## src/rtl/vga_fb_pkg.sv

```systemverilog
// Shared constants and types for the VGA frame-buffer arbiter.
package vga_fb_pkg;

    localparam int FB_W    = 320;
    localparam int FB_H    = 240;
    localparam int ADDR_W  = 17;
    localparam int DATA_W  = 12;
    localparam int MEM_LAT = 1;
    localparam int STALL_W = 16;

    typedef enum logic [1:0] {IDLE, RD, WR} grant_t;

    // Linear frame-buffer word address of pixel (x, y).
    function automatic logic [ADDR_W-1:0] fb_addr(input int x, input int y);
        return ADDR_W'(y * FB_W + x);
    endfunction

endpackage

```

## src/rtl/vga_fb_arbiter_if.sv

```systemverilog
// Reader, writer and RAM signals of the frame-buffer arbiter; slave is the arbiter's view.
interface vga_fb_arbiter_if #(
    parameter int ADDR_W = vga_fb_pkg::ADDR_W,
    parameter int DATA_W = vga_fb_pkg::DATA_W
);
    logic              rd_req;
    logic [ADDR_W-1:0] rd_addr;
    logic              rd_valid;
    logic [DATA_W-1:0] rd_data;

    logic              wr_valid;
    logic [ADDR_W-1:0] wr_addr;
    logic [DATA_W-1:0] wr_data;
    logic              wr_ready;

    logic              mem_en;
    logic              mem_we;
    logic [ADDR_W-1:0] mem_addr;
    logic [DATA_W-1:0] mem_wdata;
    logic [DATA_W-1:0] mem_rdata;

    modport slave (
        input  rd_req, rd_addr, wr_valid, wr_addr, wr_data, mem_rdata,
        output rd_valid, rd_data, wr_ready, mem_en, mem_we, mem_addr, mem_wdata
    );

    modport master (
        output rd_req, rd_addr, wr_valid, wr_addr, wr_data, mem_rdata,
        input  rd_valid, rd_data, wr_ready, mem_en, mem_we, mem_addr, mem_wdata
    );

endinterface

```

## src/rtl/vga_fb_rd_pipe.sv

```systemverilog
// Read-return delay line: tracks issued reads through the RAM latency and registers the pixel.
module vga_fb_rd_pipe #(
    parameter int DATA_W  = 12,
    parameter int MEM_LAT = 1
) (
    input  logic              clk,
    input  logic              rst,
    input  logic              issue,
    input  logic [DATA_W-1:0] mem_rdata,
    output logic              rd_valid,
    output logic [DATA_W-1:0] rd_data
);

    logic [MEM_LAT:0]   vld;
    logic [MEM_LAT+1:0] chain;

    // chain[MEM_LAT] marks the cycle in which mem_rdata carries the requested word.
    assign chain    = {vld, issue};
    assign rd_valid = chain[MEM_LAT+1];

    always_ff @(posedge clk or negedge rst) begin
        if (!rst) begin
            vld     <= '0;
            rd_data <= '0;
        end else begin
            // NOTE: non-blocking so every stage shifts from the pre-edge value of its neighbour.
            vld <= chain[MEM_LAT:0];
            if (chain[MEM_LAT]) begin
                rd_data <= mem_rdata;
            end
        end
    end

endmodule

```

## src/rtl/vga_fb_arbiter.sv

```systemverilog
// Single-port frame-buffer arbiter: scan-out reads always win, writer takes the spare slots.
module vga_fb_arbiter #(
    parameter int ADDR_W      = vga_fb_pkg::ADDR_W,
    parameter int DATA_W      = vga_fb_pkg::DATA_W,
    parameter int MEM_LAT     = vga_fb_pkg::MEM_LAT,
    parameter bit LOCK_VBLANK = 1'b0,
    parameter int STALL_W     = vga_fb_pkg::STALL_W
) (
    input  logic               clk,
    input  logic               rst,
    input  logic               vblank,
    input  logic               frame_start,
    vga_fb_arbiter_if.slave    bus,
    output logic [STALL_W-1:0] stall_cnt
);
    import vga_fb_pkg::*;

    grant_t grant;
    logic   wr_fire;
    logic   rd_issue;

    assign bus.wr_ready = rst & ~bus.rd_req & (~LOCK_VBLANK | vblank);
    assign wr_fire      = bus.wr_valid & bus.wr_ready;
    assign rd_issue     = (grant == RD);

    // Grant FSM; the RAM strobes are registered together with the state.
    always_ff @(posedge clk or negedge rst) begin
        if (!rst) begin
            grant         <= IDLE;
            bus.mem_en    <= 1'b0;
            bus.mem_we    <= 1'b0;
            bus.mem_addr  <= '0;
            bus.mem_wdata <= '0;
        end else begin
            if (bus.rd_req) begin
                grant        <= RD;
                bus.mem_en   <= 1'b1;
                bus.mem_we   <= 1'b0;
                bus.mem_addr <= bus.rd_addr;
            end else if (wr_fire) begin
                grant         <= WR;
                bus.mem_en    <= 1'b1;
                bus.mem_we    <= 1'b1;
                bus.mem_addr  <= bus.wr_addr;
                bus.mem_wdata <= bus.wr_data;
            end else begin
                grant      <= IDLE;
                bus.mem_en <= 1'b0;
                bus.mem_we <= 1'b0;
            end
        end
    end

    // A frame_start clear takes priority over a stall in the same cycle.
    always_ff @(posedge clk or negedge rst) begin
        if (!rst) begin
            stall_cnt <= '0;
        end else if (frame_start) begin
            stall_cnt <= '0;
        end else if (bus.wr_valid && !bus.wr_ready && (stall_cnt != '1)) begin
            stall_cnt <= stall_cnt + 1'b1;
        end
    end

    vga_fb_rd_pipe #(
        .DATA_W  (DATA_W),
        .MEM_LAT (MEM_LAT)
    ) u_rd_pipe (
        .clk       (clk),
        .rst       (rst),
        .issue     (rd_issue),
        .mem_rdata (bus.mem_rdata),
        .rd_valid  (bus.rd_valid),
        .rd_data   (bus.rd_data)
    );

endmodule
```

## src/flat_wrapper.sv

```systemverilog
// flat-port wrapper written by rule: the top's interface ports become plain ports
module vga_fb_arbiter_flat import vga_fb_pkg::*;
#(
    parameter int ADDR_W      = vga_fb_pkg::ADDR_W,
    parameter int DATA_W      = vga_fb_pkg::DATA_W,
    parameter int MEM_LAT     = vga_fb_pkg::MEM_LAT,
    parameter bit LOCK_VBLANK = 1'b0,
    parameter int STALL_W     = vga_fb_pkg::STALL_W
)
  (clk, rst, vblank, frame_start, stall_cnt, bus_rd_req, bus_rd_addr, bus_wr_valid, bus_wr_addr, bus_wr_data, bus_mem_rdata, bus_rd_valid, bus_rd_data, bus_wr_ready, bus_mem_en, bus_mem_we, bus_mem_addr, bus_mem_wdata);
  vga_fb_arbiter_if #(.ADDR_W(ADDR_W), .DATA_W(DATA_W)) bus_i ();
  input  logic clk;
  input  logic rst;
  input  logic vblank;
  input  logic frame_start;
  output logic [STALL_W-1:0] stall_cnt;
  input wire logic [$bits(bus_i.rd_req)-1:0] bus_rd_req;
  input wire logic [$bits(bus_i.rd_addr)-1:0] bus_rd_addr;
  input wire logic [$bits(bus_i.wr_valid)-1:0] bus_wr_valid;
  input wire logic [$bits(bus_i.wr_addr)-1:0] bus_wr_addr;
  input wire logic [$bits(bus_i.wr_data)-1:0] bus_wr_data;
  input wire logic [$bits(bus_i.mem_rdata)-1:0] bus_mem_rdata;
  output wire logic [$bits(bus_i.rd_valid)-1:0] bus_rd_valid;
  output wire logic [$bits(bus_i.rd_data)-1:0] bus_rd_data;
  output wire logic [$bits(bus_i.wr_ready)-1:0] bus_wr_ready;
  output wire logic [$bits(bus_i.mem_en)-1:0] bus_mem_en;
  output wire logic [$bits(bus_i.mem_we)-1:0] bus_mem_we;
  output wire logic [$bits(bus_i.mem_addr)-1:0] bus_mem_addr;
  output wire logic [$bits(bus_i.mem_wdata)-1:0] bus_mem_wdata;
  assign bus_i.rd_req = bus_rd_req;
  assign bus_i.rd_addr = bus_rd_addr;
  assign bus_i.wr_valid = bus_wr_valid;
  assign bus_i.wr_addr = bus_wr_addr;
  assign bus_i.wr_data = bus_wr_data;
  assign bus_i.mem_rdata = bus_mem_rdata;
  assign bus_rd_valid = bus_i.rd_valid;
  assign bus_rd_data = bus_i.rd_data;
  assign bus_wr_ready = bus_i.wr_ready;
  assign bus_mem_en = bus_i.mem_en;
  assign bus_mem_we = bus_i.mem_we;
  assign bus_mem_addr = bus_i.mem_addr;
  assign bus_mem_wdata = bus_i.mem_wdata;
  vga_fb_arbiter #(.ADDR_W(ADDR_W), .DATA_W(DATA_W), .MEM_LAT(MEM_LAT), .LOCK_VBLANK(LOCK_VBLANK), .STALL_W(STALL_W)) u_core (.clk(clk), .rst(rst), .vblank(vblank), .frame_start(frame_start), .bus(bus_i), .stall_cnt(stall_cnt));
endmodule
```

## config.mk

```make
export PLATFORM = sky130hd
export DESIGN_NAME = vga_fb_arbiter_flat
export DESIGN_NICKNAME = d
export VERILOG_FILES = /design/src/rtl/vga_fb_pkg.sv /design/src/rtl/vga_fb_arbiter_if.sv /design/src/rtl/vga_fb_rd_pipe.sv /design/src/rtl/vga_fb_arbiter.sv /design/src/flat_wrapper.sv
export SDC_FILE = /design/constraint.sdc
export NUM_CORES = 1
export LEC_CHECK = 0
export BUFFER_PORTS_ARGS = -buffer_cell sky130_fd_sc_hd__buf_2
export CAP_MARGIN = 10
export CORE_ASPECT_RATIO = 1.75
export CORE_MARGIN = 8
export CORE_UTILIZATION = 42
export DETAILED_ROUTE_END_ITERATION = 12
export PLACE_DENSITY = 0.78
export SYNTH_ARGS = -nofsm -noshare
export SYNTH_HDL_FRONTEND = slang
export SYNTH_SLANG_ARGS = --single-unit
```

## constraint.sdc

```tcl
create_clock -name clk -period 1.85 [get_ports clk]
set_input_delay 0.37 -clock clk [delete_from_list [all_inputs] [get_ports clk]]
set_output_delay 0.37 -clock clk [all_outputs]
set_load 0.1 [all_outputs]
```

# Word-level counts from Yosys, hierarchy flattened
# Cells that the tools add are included.
op_classes:
  n_addsub: 1
  n_mul: 0
  div_mod_pow: 0
  n_lt_le_gt_ge: 0
  eq_ne: 2
  shift: 0
  muxes: 9
  bitwise_logic: 3
  reduce_logical: 6
ops:
  columns: ["op", "n"]
  rows:
  - ["17-bit 2-to-1 mux", 2]
  - ["16-bit 2-to-1 mux", 2]
  - ["16-bit by 1-bit adder with 16-bit output, second input constant", 1]
  - ["16-bit inequality test, second input constant", 1]
  - ["2-bit 2-to-1 mux", 2]
  - ["2-bit nonzero test", 2]
  - ["1-bit 2-to-1 mux", 3]
  - ["1-bit bitwise AND", 2]
  - ["2-bit by 1-bit equality test with 1-bit output, second input constant", 1]
  - ["1-bit logical AND", 2]
  - ["2-bit AND reduction", 1]
  - ["1-bit logical NOT", 1]
  - ["1-bit NOT", 1]
totals:
  reg_bits: 63
  latch_bits: 0
  ram_bits: 0
  mem_bits_ro: 0
  output_inout_bits: 61
  elab_cells: 29
  n_memories: 0

# Depth between registers and ports, before layout
# Gate-level depths: netlist of run 1.
depth:
  depth_word: 7
  ltp_mapped: 7

# Cells and area by module
# From an unflattened synthesis of run 1, not the netlist that was laid out.
hier_totals:
  hier_cells: 241
  area_unflattened_um2: 2852.7
by_module_without_submodules:
  columns: ["module", "n_inst", "cells_per_inst", "area_each_um2", "seq_area_each_um2"]
  rows:
  - ["vga_fb_arbiter", 1, 214, 2318.5, 1201.2]
  - ["vga_fb_rd_pipe", 1, 27, 534.3, 350.3]

# Worst setup path before layout of run 1
# OpenSTA, ideal clock, no wires.
synth_timing:
  path_kind: "register to register"
  from: "reg u_core.stall_cnt[0]"
  to: "reg u_core.stall_cnt[10]"
  setup_ps: 78
  t_arrival_ps: 2362
  slack_ps: -590
  stages_incl_launch_ff: 6
  n_path_buf: 0
  period_less_slack_ps: 2440
  path_cell_list: "dfrtp_1 -> ha_1 -> nand4_1 -> or4_4 -> or3_1 -> a21oi_1"
synth_between:
  elab_chain_len: 3
synth_rtl:
  columns: ["item", "line_no", "text"]
  rows:
  - ["start: declaration", "vga_fb_arbiter.sv:14", "output logic [STALL_W-1:0] stall_cnt"]
  - ["start signal: assignment", "vga_fb_arbiter.sv:61", "stall_cnt <= stall_cnt + 1'b1;"]
  - ["16-bit by 1-bit adder with 16-bit output / 16-bit inequality test (equally long branches)", "vga_fb_arbiter.sv:61, vga_fb_arbiter.sv:60", null]
  - ["16-bit 2-to-1 mux / 1-bit logical AND (equally long branches)", "vga_fb_arbiter.sv:60", "end else if (bus.wr_valid && !bus.wr_ready && (stall_cnt != '1)) begin"]
  - ["16-bit 2-to-1 mux / 2-bit nonzero test (equally long branches)", null, null]
# Several ways; a longest one is shown, not always the timed one. The select of a mux whose other input is x is not followed.
# A chain may end at the register's enable or synchronous reset.

# Worst setup path after layout of run 1
layout_timing:
  from: "reg u_core.stall_cnt[0]"
  to: "reg u_core.stall_cnt[13]"
# Same word-level chain as after synthesis.

==> metrics.md, run 1 <==
| Metric | Value |
|---|---|
| Largest family of logic cells by synthesized area | `multiplexers` |
| Die Span X | `76.9 um` |
| Area grow syn2layout | `43.7%` |
| Mapped Area | `2720 sq um` |
| Worst Hold Class | `input port to async pin` |
| Most used flip-flop cell after synthesis | `dfrtp_1` |
| Fin Setup TNS | `0 ps` |
| Crit path kind | `flip-flop to flip-flop` |
| # DRC | `0` |
| Maxcap violations | `0` |
| Post-synth ARST share | `100%` |
| Final min period | `1790 ps` |
| CP cell instances | `ha_4, nand4_1, nor3_2, buf_4, or4_1, a21oi_2` |
| Routed Antenna Nets | `0` |
| Slowest-stage cell, CP | `or4_1` |
| # IOs | `125` |
| Vias in the first global route | `2513` |
| Synth Area per Inst | `11.6 sq um` |
| Number of H-tree levels | `3` |
| Crit path largest cell delay | `520 ps` |
| Layout cell share with drive strength beyond 1 | `53.9%` |
| CP Data Required Time | `2100 ps` |
| Global Route Usage Sum | `15.6%` |
| Critical Path AT | `2040 ps` |
| Antenna diodes | `0` |
| Cell depth of the worst setup path | `6` |
| Reg2reg start | `u_core.stall_cnt[0]` |
| Nets@finish | `431` |
| Ys Warns | `0` |
| Via density | `5.13` |
| Clk sinks | `62` |
| FF+latch count, synth | `62` |
| Post-synth EDFFs | `0` |
| Post-Route WL | `7.10 mm` |
| Pin count of the biggest net entering global routing | `63` |
| Drt pass-1 iters | `4` |
| RSZ-0062 raised after global routing | `yes` |
| Post-DP HPWL | `5.43 mm` |
| Routability cong. | `0.840` |
| Final Slew Violations | `0` |
| Leading area contributor after synthesis | `dfrtp_1` |
| Std-Cell Rows | `39` |
| Fmax achieved | `558 MHz` |
| Filler cell count | `529` |
| Clock latency at the later pin of the worst-skew pair | `330 ps` |
| Dpl ws | `-9.37 ps` |
| R2R Setup Slk | `60 ps` |
| Adder-Cell Fraction of Synth Area | `0.460%` |
| Worst Skew | `5.27 ps` |
| DR vias | `2324` |
| Rel. slew slack | `48.0%` |
| Synth area leaders | `dfrtp_1 57%, mux2_2 11%, mux2i_1 6.6%` |
| Top-count cell post-synth | `dfrtp_1` |
| Compound-Gate Fraction of Synth Area | `9.24%` |
| Critical path launch point type | `flip-flop` |
| Crit Reg-Reg Endpoint | `u_core.stall_cnt[13]` |
| Global route overflow | `0` |
| Port buffer count | `123` |
| Mux cell area share after synthesis | `17.8%` |
| Peak supply drop | `0.837 mV` |
| Initial antenna violation count | `0` |
| DRT iter0 DRCs | `101` |
| Num CTS Buffers | `9` |
| Fin crit share | `96.9%` |
| Final WS setup | `57.3 ps` |
| Die area | `9410 sq um` |
| Netlist cell types | `34` |
| Post-synth top cells | `62 x dfrtp_1, 27 x mux2_2, 22 x o21ai_0` |
| Post-Synth XOR/XNOR Area | `0%` |
| Quantity of gates resized following cts | `0` |
| Reg2Reg Depth | `6` |
| CP max FO | `6` |
| Clock-pin transition on the worst setup and hold timing paths | `50 ps` |
| CTS Buffer Depth | `2` |
| Post-synth top area share | `57.0%` |
| Initial cell density of the core | `42.6%` |
| Final-report setup violation count | `0` |
| Crit-path leading delay family | `simple AND/OR/NAND/NOR gates` |
| Leak | `1.93 nW` |
| Synth Instances | `234` |
| # Post-CTS Setup Buffers | `0` |
| Setup crit end kind | `flip-flop` |
| Worst-Margin Slew | `780 ps` |
| Core area | `6390 sq um` |
| Clock Tree Root | `clkbuf_16` |
| First-pass GRT wire length | `11.7 mm` |
| Power Dens Cells | `1190 nW/um^2` |
| Chip Height | `122 um` |
| Status | `complete, no violations` |
| Synth Area in Simple Gates | `12.9%` |
| DR WL/cell | `15.7 um` |
| Sequential fraction of the synthesis area | `57.0%` |
| Final hold vios | `0` |
| TritonCTS clock tree | `built` |
| Syn nets | `299` |
| Worst path bufs/invs | `1` |
| Hold buffer count at CTS | `0` |
-- state kept, by name, indices dropped and copies added (netlist names) --
signal and flops:
u_core.bus.mem_we 1, u_core.bus.mem_en 1, u_core.u_rd_pipe.vld 2, u_core.grant 1, u_core.stall_cnt 16, u_core.bus.mem_addr 17
u_core.u_rd_pipe.rd_data 12, u_core.bus.mem_wdata 12
-- worst register-to-register path, delay by kind of cell (launching register included) --
kind                     cells  cell delay (ps)
AND/OR/NAND/NOR              3              730
flip-flops                   1              500
adder cells (fa/ha/maj)      1              180
buffers and inverters        1              160
AO/OA/AOI/OAI                1              140
-- layer usage --
metal,vias up,GRT usage (%),wire (um),share of wire [%]
met5,-,0,0,0
met4,0,8.35,167,2.4
met3,16,7.55,638,9.0
met2,98,25.8,3600,51
met1,1103,16.0,2690,38
li1,1107,-,-,-
-- where the power goes --
| group | total (mW) | internal [mW] | switching, mW |
|---|---|---|---|
| logic | 1.39 | 0.253 | 1.14 |
| registers | 1.56 | 1.49 | 0.0709 |
| clock network | 1.71 | 1.15 | 0.562 |
| total | 4.66 | 2.89 | 1.77 |
-- layout make-up --
| type | count | area [sq um] | share of cell area, % |
|---|---|---|---|
| well taps | 82 | 103 | 2.62 |
| clock buffers | 13 | 270 | 6.91 |
| inverters | 4 | 17.5 | 0.448 |
| flip-flops and latches | 62 | 1610 | 41.1 |
| clock inverters | 3 | 42.5 | 1.09 |
| repair buffers | 134 | 729 | 18.7 |
| multi-input cells | 155 | 1140 | 29.2 |
-- through the flow --
stage	instance area [sq um]	hold slack, ps	std cells	total power [mW]	util [%]
3_5_place_dp	3570	427	436	2.98	55.8
6_report	3910	220	453	4.66	61.2
3_3_place_gp	3570	409	436	2.96	55.8
5_1_grt	3910	243	453	4.84	61.2
2_1_floorplan	2810	74.4	234	2.69	-
4_1_cts	3880	235	452	4.73	60.7
-- cells in the final DEF, fill, tap and decap left out, types with 6 or more instances in the layout --
| cell | n |
|---|---|
| nand2_1 | 21 |
| dfrtp_1 | 46 |
| nand4_1 | 6 |
| clkbuf_16 | 9 |
| buf_2 | 122 |
| buf_4 | 9 |
| a21oi_1 | 9 |
| o21ai_0 | 22 |
| mux2i_1 | 18 |
| dfrtp_4 | 14 |
| mux2_2 | 27 |
-- cells by family (layout without fill, tap and decap cells) --
group                    after synthesis  after routing
AND/OR/NAND/NOR                       65             65
flip-flops                            62             62
multiplexers                          45             45
AO/OA/AOI/OAI                         44             44
buffers and inverters                 17            154
adder cells (fa/ha/maj)                1              1
-- how the worst max path moves through the flow --
stage | from | endpoint | slack, ps
after floorplan | u_core.stall_cnt[1] | u_core.stall_cnt[10] | -90
after global placement | rst | u_core.stall_cnt[10] | 5
after detailed placement | rst | u_core.stall_cnt[10] | -9
after CTS | u_core.stall_cnt[0] | u_core.stall_cnt[9] | 20
after global routing | u_core.stall_cnt[1] | u_core.stall_cnt[10] | -8
final | u_core.stall_cnt[0] | u_core.stall_cnt[13] | 60
No activity file was read; power rests on OpenSTA's default activity.
==> inputs of run 2 (changes only) <==
Settings changed: PLACE_DENSITY 0.78 to 0.77, SYNTH_HIERARCHICAL set to 1.
==> run 2 against run 1 <==
  * Total power decreased by 1.1%
  * First-iteration DRC count decreased by 14%
  * Worst hold slack improved by 24 ps
  * Cell count increased by 0.66%
  * Area after synthesis increased by 4.8%
  * Critical path depth decreased by 1
  * Critical path type unchanged
==> metrics.md, run 2 <==
| Metric | Value |
|---|---|
| Mapped Area | `2850 sq um` |
| Pin count of the biggest net entering global routing | `63` |
| Clock-pin transition on the worst setup and hold timing paths | `50 ps` |
| Crit path largest cell delay | `500 ps` |
| Slowest-stage cell, CP | `or4_1` |
| Clk sinks | `62` |
| Critical path launch point type | `flip-flop` |
| CP Data Required Time | `2080 ps` |
| Largest family of logic cells by synthesized area | `multiplexers` |
| Post-Route WL | `7.38 mm` |
| Fin Hold WS | `244 ps` |
| FF+latch count, synth | `62` |
| Global route overflow | `0` |
| Worst-Margin Slew | `761 ps` |
| Initial antenna violation count | `0` |
| Die area | `9790 sq um` |
| Routability cong. | `0.795` |
| Top-count cell post-synth | `dfrtp_1` |
| Post-synth ARST share | `100%` |
| Post-synth EDFFs | `0` |
| CP max FO | `8` |
| Layout cell share with drive strength beyond 1 | `53.0%` |
| Post-DP HPWL | `5.49 mm` |
| Vias in the first global route | `2517` |
| Post-Synth XOR/XNOR Area | `0%` |
| Synth Instances | `241` |
| DRT iter0 DRCs | `87` |
| Syn nets | `306` |
| Worst Skew | `3.55 ps` |
| Leak | `2.04 nW` |
| Num CTS Buffers | `9` |
| Filler cell count | `579` |
| Clock power share | `35.0%` |
| Ys Warns | `6` |
| Critical Path AT | `2000 ps` |
| # Post-CTS Setup Buffers | `0` |
| Crit path kind | `flip-flop to flip-flop` |
| # IOs | `125` |
| Most used flip-flop cell after synthesis | `dfrtp_1` |
| Worst Hold Class | `input port to flip-flop` |
| Final-report setup violation count | `0` |
| Internal power | `2.84 mW` |
| Combinational share of power | `31.1%` |
| Sw power | `1.77 mW` |
| Commonest non-fill, non-tap cell in the layout | `buf_2` |
| Status | `complete, no violations` |
| Netlist cell types | `40` |
| Maxcap violations | `0` |
| Sequential fraction of the synthesis area | `54.4%` |
| Final min period | `1770 ps` |
| Final Slew Violations | `0` |
| Final core utilization | `59.4%` |
| Setup crit end kind | `flip-flop` |
| Clock Tree Root | `clkbuf_16` |
| Rel. slew slack | `49.2%` |
| Post-synth top cells | `62 x dfrtp_1, 25 x o21ai_0, 21 x nand2_1` |
| Commonest non-fill, non-tap cells in the layout | `122 x buf_2, 46 x dfrtp_1, 21 x mux2_4, 20 x nand2_1, 20 x o21ai_0` |
| Hold buffer count at CTS | `0` |
| Peak supply drop | `0.548 mV` |
| Synth area leaders | `dfrtp_1 54%, mux2i_1 6.0%, mux2_2 5.9%` |
| TritonCTS clock tree | `built` |
| DR vias | `2348` |
| Drt pass-1 iters | `4` |
| Regs by FF count | `u_core/bus.mem_addr x17, u_core/stall_cnt x16` |
| CTS Buffer Depth | `2` |
| Fin crit share | `95.7%` |
| Area grow syn2layout | `39.6%` |
| Synth Area per Inst | `11.8 sq um` |
| First-pass GRT wire length | `12.3 mm` |
| Std-Cell Rows | `40` |
| Quantity of gates resized following cts | `0` |
| Die Span X | `78.3 um` |
| RSZ-0062 raised after global routing | `no` |
| Synth Area in Simple Gates | `14.9%` |
| Final hold vios | `0` |
| Port buffer count | `123` |
| Chip Height | `125 um` |
| Fin Setup TNS | `0 ps` |
| Sw Share | `38.3%` |
| # DRC | `0` |
| Max FFs per register | `17` |
| Leading area contributor after synthesis | `dfrtp_1` |
| Nets@finish | `433` |
| Antenna diodes | `0` |
| Top reg by flops | `u_core/bus.mem_addr` |
| Power Dens Cells | `1160 nW/um^2` |
| Routed Antenna Nets | `0` |
| Mux cell area share after synthesis | `17.1%` |
| CP cell instances | `ha_4, and4_4, nand4_4, or4_1, a21oi_1` |
| Via density | `5.15` |
| Number of H-tree levels | `3` |
| Seq pwr share | `33.9%` |
| Compound-Gate Fraction of Synth Area | `9.47%` |
| Global Route Usage Sum | `15.5%` |
| Post-synth top area share | `54.4%` |
| Crit-path leading delay family | `simple AND/OR/NAND/NOR gates` |
| Fmax achieved | `565 MHz` |
| Clock latency at the later pin of the worst-skew pair | `320 ps` |
| Core area | `6710 sq um` |
| Adder-Cell Fraction of Synth Area | `0.439%` |
| Worst path bufs/invs | `0` |
| Initial cell density of the core | `42.5%` |
| DR WL/cell | `16.2 um` |
[run 2: cell count changes after synthesis, moves of 2 or more]
cell	change
nand4_1	-3
mux2_2	-12
mux2_4	+10
nand4_4	+2
buf_4	+4
inv_1	+3
clkbuf_1	-4
nand2b_1	-2
o21ai_0	+3
[run 2: logic make-up (layout without fill, tap and decap cells)]
family	after synthesis	in the layout
DFF	62	62
adders and majority gates	1	1
AOI/OAI and AO/OA	46	46
muxes	42	42
and+or+nand+nor	70	70
buffers and inverters	20	151
[run 2: layer usage]
layer | vias to the layer above | global-route usage, % | wire length (um)
li1 | 1124 | - | -
met1 | 1133 | 15.9 | 2800
met2 | 80 | 27.6 | 4000
met3 | 11 | 4.23 | 418
met4 | 0 | 7.68 | 156
met5 | - | 0 | 0
[run 2: final timing paths]
| kind | endpoint | startpoint | slack (ps) | cells past startpoint |
|---|---|---|---|---|
| setup reg to reg | u_core/stall_cnt[10] | u_core/stall_cnt[1] | 80 | 5 |
| hold / removal | u_core/bus.mem_addr[15] | bus_rd_addr[15] | 240 | 3 |
| min in group asynchronous | u_core/stall_cnt[8] | rst | 290 | 2 |
| setup / recovery | u_core/stall_cnt[10] | u_core/stall_cnt[1] | 80 | 5 |
| hold reg to reg | u_core/u_rd_pipe/vld[0] | u_core/bus.mem_we | 420 | 1 |
| max in group asynchronous | u_core/stall_cnt[9] | rst | 950 | 2 |
[run 2: power groups by stage]
stage               clock (mW)  combinational, mW  sequential (mW)
global placement             0               1.43             1.58
floorplan                    0              0.248             2.50
detailed placement           0               1.45             1.58
finish                    1.61               1.43             1.56
CTS                       1.66               1.45             1.56
global route              1.72               1.49             1.58
[run 2: area by class of cell]
| cell class | instances | area [sq um] | share of cell area [%] |
|---|---|---|---|
| repair buffers | 130 | 696 | 17.5 |
| well taps | 84 | 105 | 2.64 |
| clock buffers | 11 | 243 | 6.09 |
| flip-flops and latches | 62 | 1600 | 40.1 |
| inverters | 6 | 26.3 | 0.660 |
| clock inverters | 4 | 47.5 | 1.19 |
| multi-input cells | 159 | 1270 | 31.9 |
[run 2: per-stage QoR]
step | instances | worst slack [ps] | power (mW) | instance area [sq um]
after detailed placement | 441 | 109 | 3.03 | 3690
after global routing | 456 | 7.49 | 4.78 | 3980
after global placement | 441 | 114 | 3.01 | 3690
after floorplan | 241 | -125 | 2.75 | 3010
after CTS | 456 | 92.7 | 4.67 | 3980
final | 456 | 79.0 | 4.61 | 3980
[run 2: worst reg2reg max path, cell delays in order (launching register included)]
cell and delay (ps):
dfrtp_4 440, ha_4 160, and4_4 270, nand4_4 140, or4_1 500, a21oi_1 180
==> inputs of run 3 (changes only) <==
Settings changed: CORE_MARGIN 8 to 2, PLACE_DENSITY 0.77 to 0.74.
Clock period 1.85 ns to 1.8 ns, I/O delays scaled along.
==> run 3 against run 2 <==
  * Register-to-register slack improved by 30 ps
  * Non-clock buffer count increased by 2
  * Utilization increased by 2.7 points
  * Clock skew about the same
  * Critical path depth unchanged
  * Sequential power increased by 3%
  * Highest routed layer unchanged
  * Worst hold slack got worse by 5.3 ps
  * Cell count increased by 0.22%
  * Clock-buffer cell count unchanged
  * Worst setup slack improved by 31 ps
  * Die area decreased by 23%
  * Critical path type unchanged
  * Critical endpoint unchanged
  * First-iteration DRC count increased by 80%
==> metrics.md, run 3 (synthesis results as in run 2) <==
| Metric | Value |
|---|---|
| Status | `complete, no violations` |
| Hold buffer count at CTS | `0` |
| CP Data Required Time | `2050 ps` |
| Final core utilization | `62.1%` |
| Routed Antenna Nets | `0` |
| Fin Hold WS | `239 ps` |
| Worst hold stages | `3` |
| Sw Share | `38.6%` |
| Core area | `6540 sq um` |
| CTS Buffer Depth | `2` |
| Worst Skew | `3.38 ps` |
| DR WL/cell | `15.0 um` |
| Clock Tree Root | `clkbuf_16` |
| DRT iter0 DRCs | `157` |
| Pwr Total | `4.83 mW` |
| Commonest non-fill, non-tap cells in the layout | `122 x buf_2, 46 x dfrtp_1, 21 x mux2_4, 20 x nand2_1, 20 x o21ai_0` |
| Combinational share of power | `30.4%` |
| Antenna diodes | `0` |
| Maxcap violations | `0` |
| # DRC | `0` |
| Leak | `2.06 nW` |
| Routability cong. | `0.795` |
| Setup crit end kind | `flip-flop` |
| Initial antenna violation count | `0` |
| R2R Setup Slk | `110 ps` |
| Drt pass-1 iters | `4` |
| Dpl ws | `37.0 ps` |
| TritonCTS clock tree | `built` |
| Initial cell density of the core | `43.6%` |
| Final min period | `1690 ps` |
| Final hold vios | `0` |
| Worst Hold Class | `input port to flip-flop` |
| Final Slew Violations | `0` |
| Clock power share | `36.4%` |
| Global Route Usage Sum | `19.9%` |
| Regs by FF count | `u_core/bus.mem_addr x17, u_core/stall_cnt x16` |
| Top reg by flops | `u_core/bus.mem_addr` |
| # IOs | `125` |
| Max FFs per register | `17` |
| Peak supply drop | `0.960 mV` |
| Crit path kind | `flip-flop to flip-flop` |
| Seq pwr share | `33.2%` |
| Clk sinks | `62` |
| Commonest non-fill, non-tap cell in the layout | `buf_2` |
| Die Span X | `66.3 um` |
| Power Dens Cells | `1190 nW/um^2` |
| Clock latency at the later pin of the worst-skew pair | `330 ps` |
| Via density | `5.18` |
| DR vias | `2368` |
| Nets@finish | `435` |
| Port buffer count | `123` |
| Fin crit share | `93.9%` |
| Post-DP HPWL | `4.98 mm` |
| Area grow syn2layout | `42.4%` |
| Num CTS Buffers | `9` |
| Critical path launch point type | `flip-flop` |
| Internal power | `2.97 mW` |
| Vias in the first global route | `2428` |
| Pin count of the biggest net entering global routing | `63` |
| Die area | `7490 sq um` |
| Chip Height | `113 um` |
| Rel. slew slack | `49.0%` |
| Fmax achieved | `592 MHz` |
| RSZ-0062 raised after global routing | `no` |
| Critical Path AT | `1940 ps` |
| Final-report setup violation count | `0` |
| Final WS setup | `110 ps` |
| Clock-pin transition on the worst setup and hold timing paths | `50 ps` |
| Std-Cell Rows | `39` |
| Worst-Margin Slew | `765 ps` |
| Sw power | `1.87 mW` |
| Reg2Reg Depth | `5` |
| First-pass GRT wire length | `11.2 mm` |
| Post-Route WL | `6.87 mm` |
| CP max FO | `6` |
| Global route overflow | `0` |
| Layout cell share with drive strength beyond 1 | `54.7%` |
| Number of H-tree levels | `3` |
## run 3: routing by layer
metal / global-route usage (%) / share of wire [%] / vias up
met5: 0 / 0 / -
met1: 21.2 / 37 / 1149
met4: 9.39 / 1.4 / 0
li1: - / - / 1129
met2: 34.3 / 55 / 83
met3: 6.66 / 6.5 / 7
## run 3: worst paths after layout
| kind | to | startpoint |
|---|---|---|
| max | u_core/stall_cnt[10] | u_core/stall_cnt[12] |
| min | u_core/bus.mem_addr[0] | bus_rd_addr[0] |
| max reg2reg | u_core/stall_cnt[10] | u_core/stall_cnt[12] |
| min reg2reg | u_core/u_rd_pipe/vld[0] | u_core/bus.mem_we |
| max in group asynchronous | u_core/stall_cnt[9] | rst |
| min in group asynchronous | u_core/bus.mem_wdata[11] | rst |
## run 3: through the flow
step,cell area (sq um),instances,setup TNS [ps]
2_1_floorplan,3040,241,-4150
3_3_place_gp,3740,441,0
3_5_place_dp,3740,441,0
4_1_cts,4050,457,0
5_1_grt,4060,457,0
6_report,4060,457,0
## run 3: layout make-up
class / count / area, sq um
fill: 548 / 2480
tap: 82 / 103
timing repair buffer: 132 / 711
inverter: 6 / 26.3
sequential: 62 / 1610
clock buffer: 11 / 253
clock inverter: 5 / 57.6
multi-input combinational: 159 / 1300
## run 3: critical path, cell delays in order, from the launching register on
cell     delay, ps
dfrtp_4        500
nand4_1        180
nor2_1         130
buf_4          170
or4_4          480
a21oi_2        150
## run 3: timing repair
action,CTS,global route
setup endpoints to repair,0,2
resized for setup,0,4
setup buffers,0,0
## run 3: power groups by stage
| stage | registers (mW) | clock network [mW] | logic, mW |
|---|---|---|---|
| final | 1.60 | 1.76 | 1.47 |
| after global routing | 1.62 | 1.86 | 1.52 |
| after CTS | 1.60 | 1.80 | 1.48 |
| after detailed placement | 1.62 | 0 | 1.48 |
| after global placement | 1.62 | 0 | 1.47 |
| after floorplan | 2.57 | 0 | 0.255 |
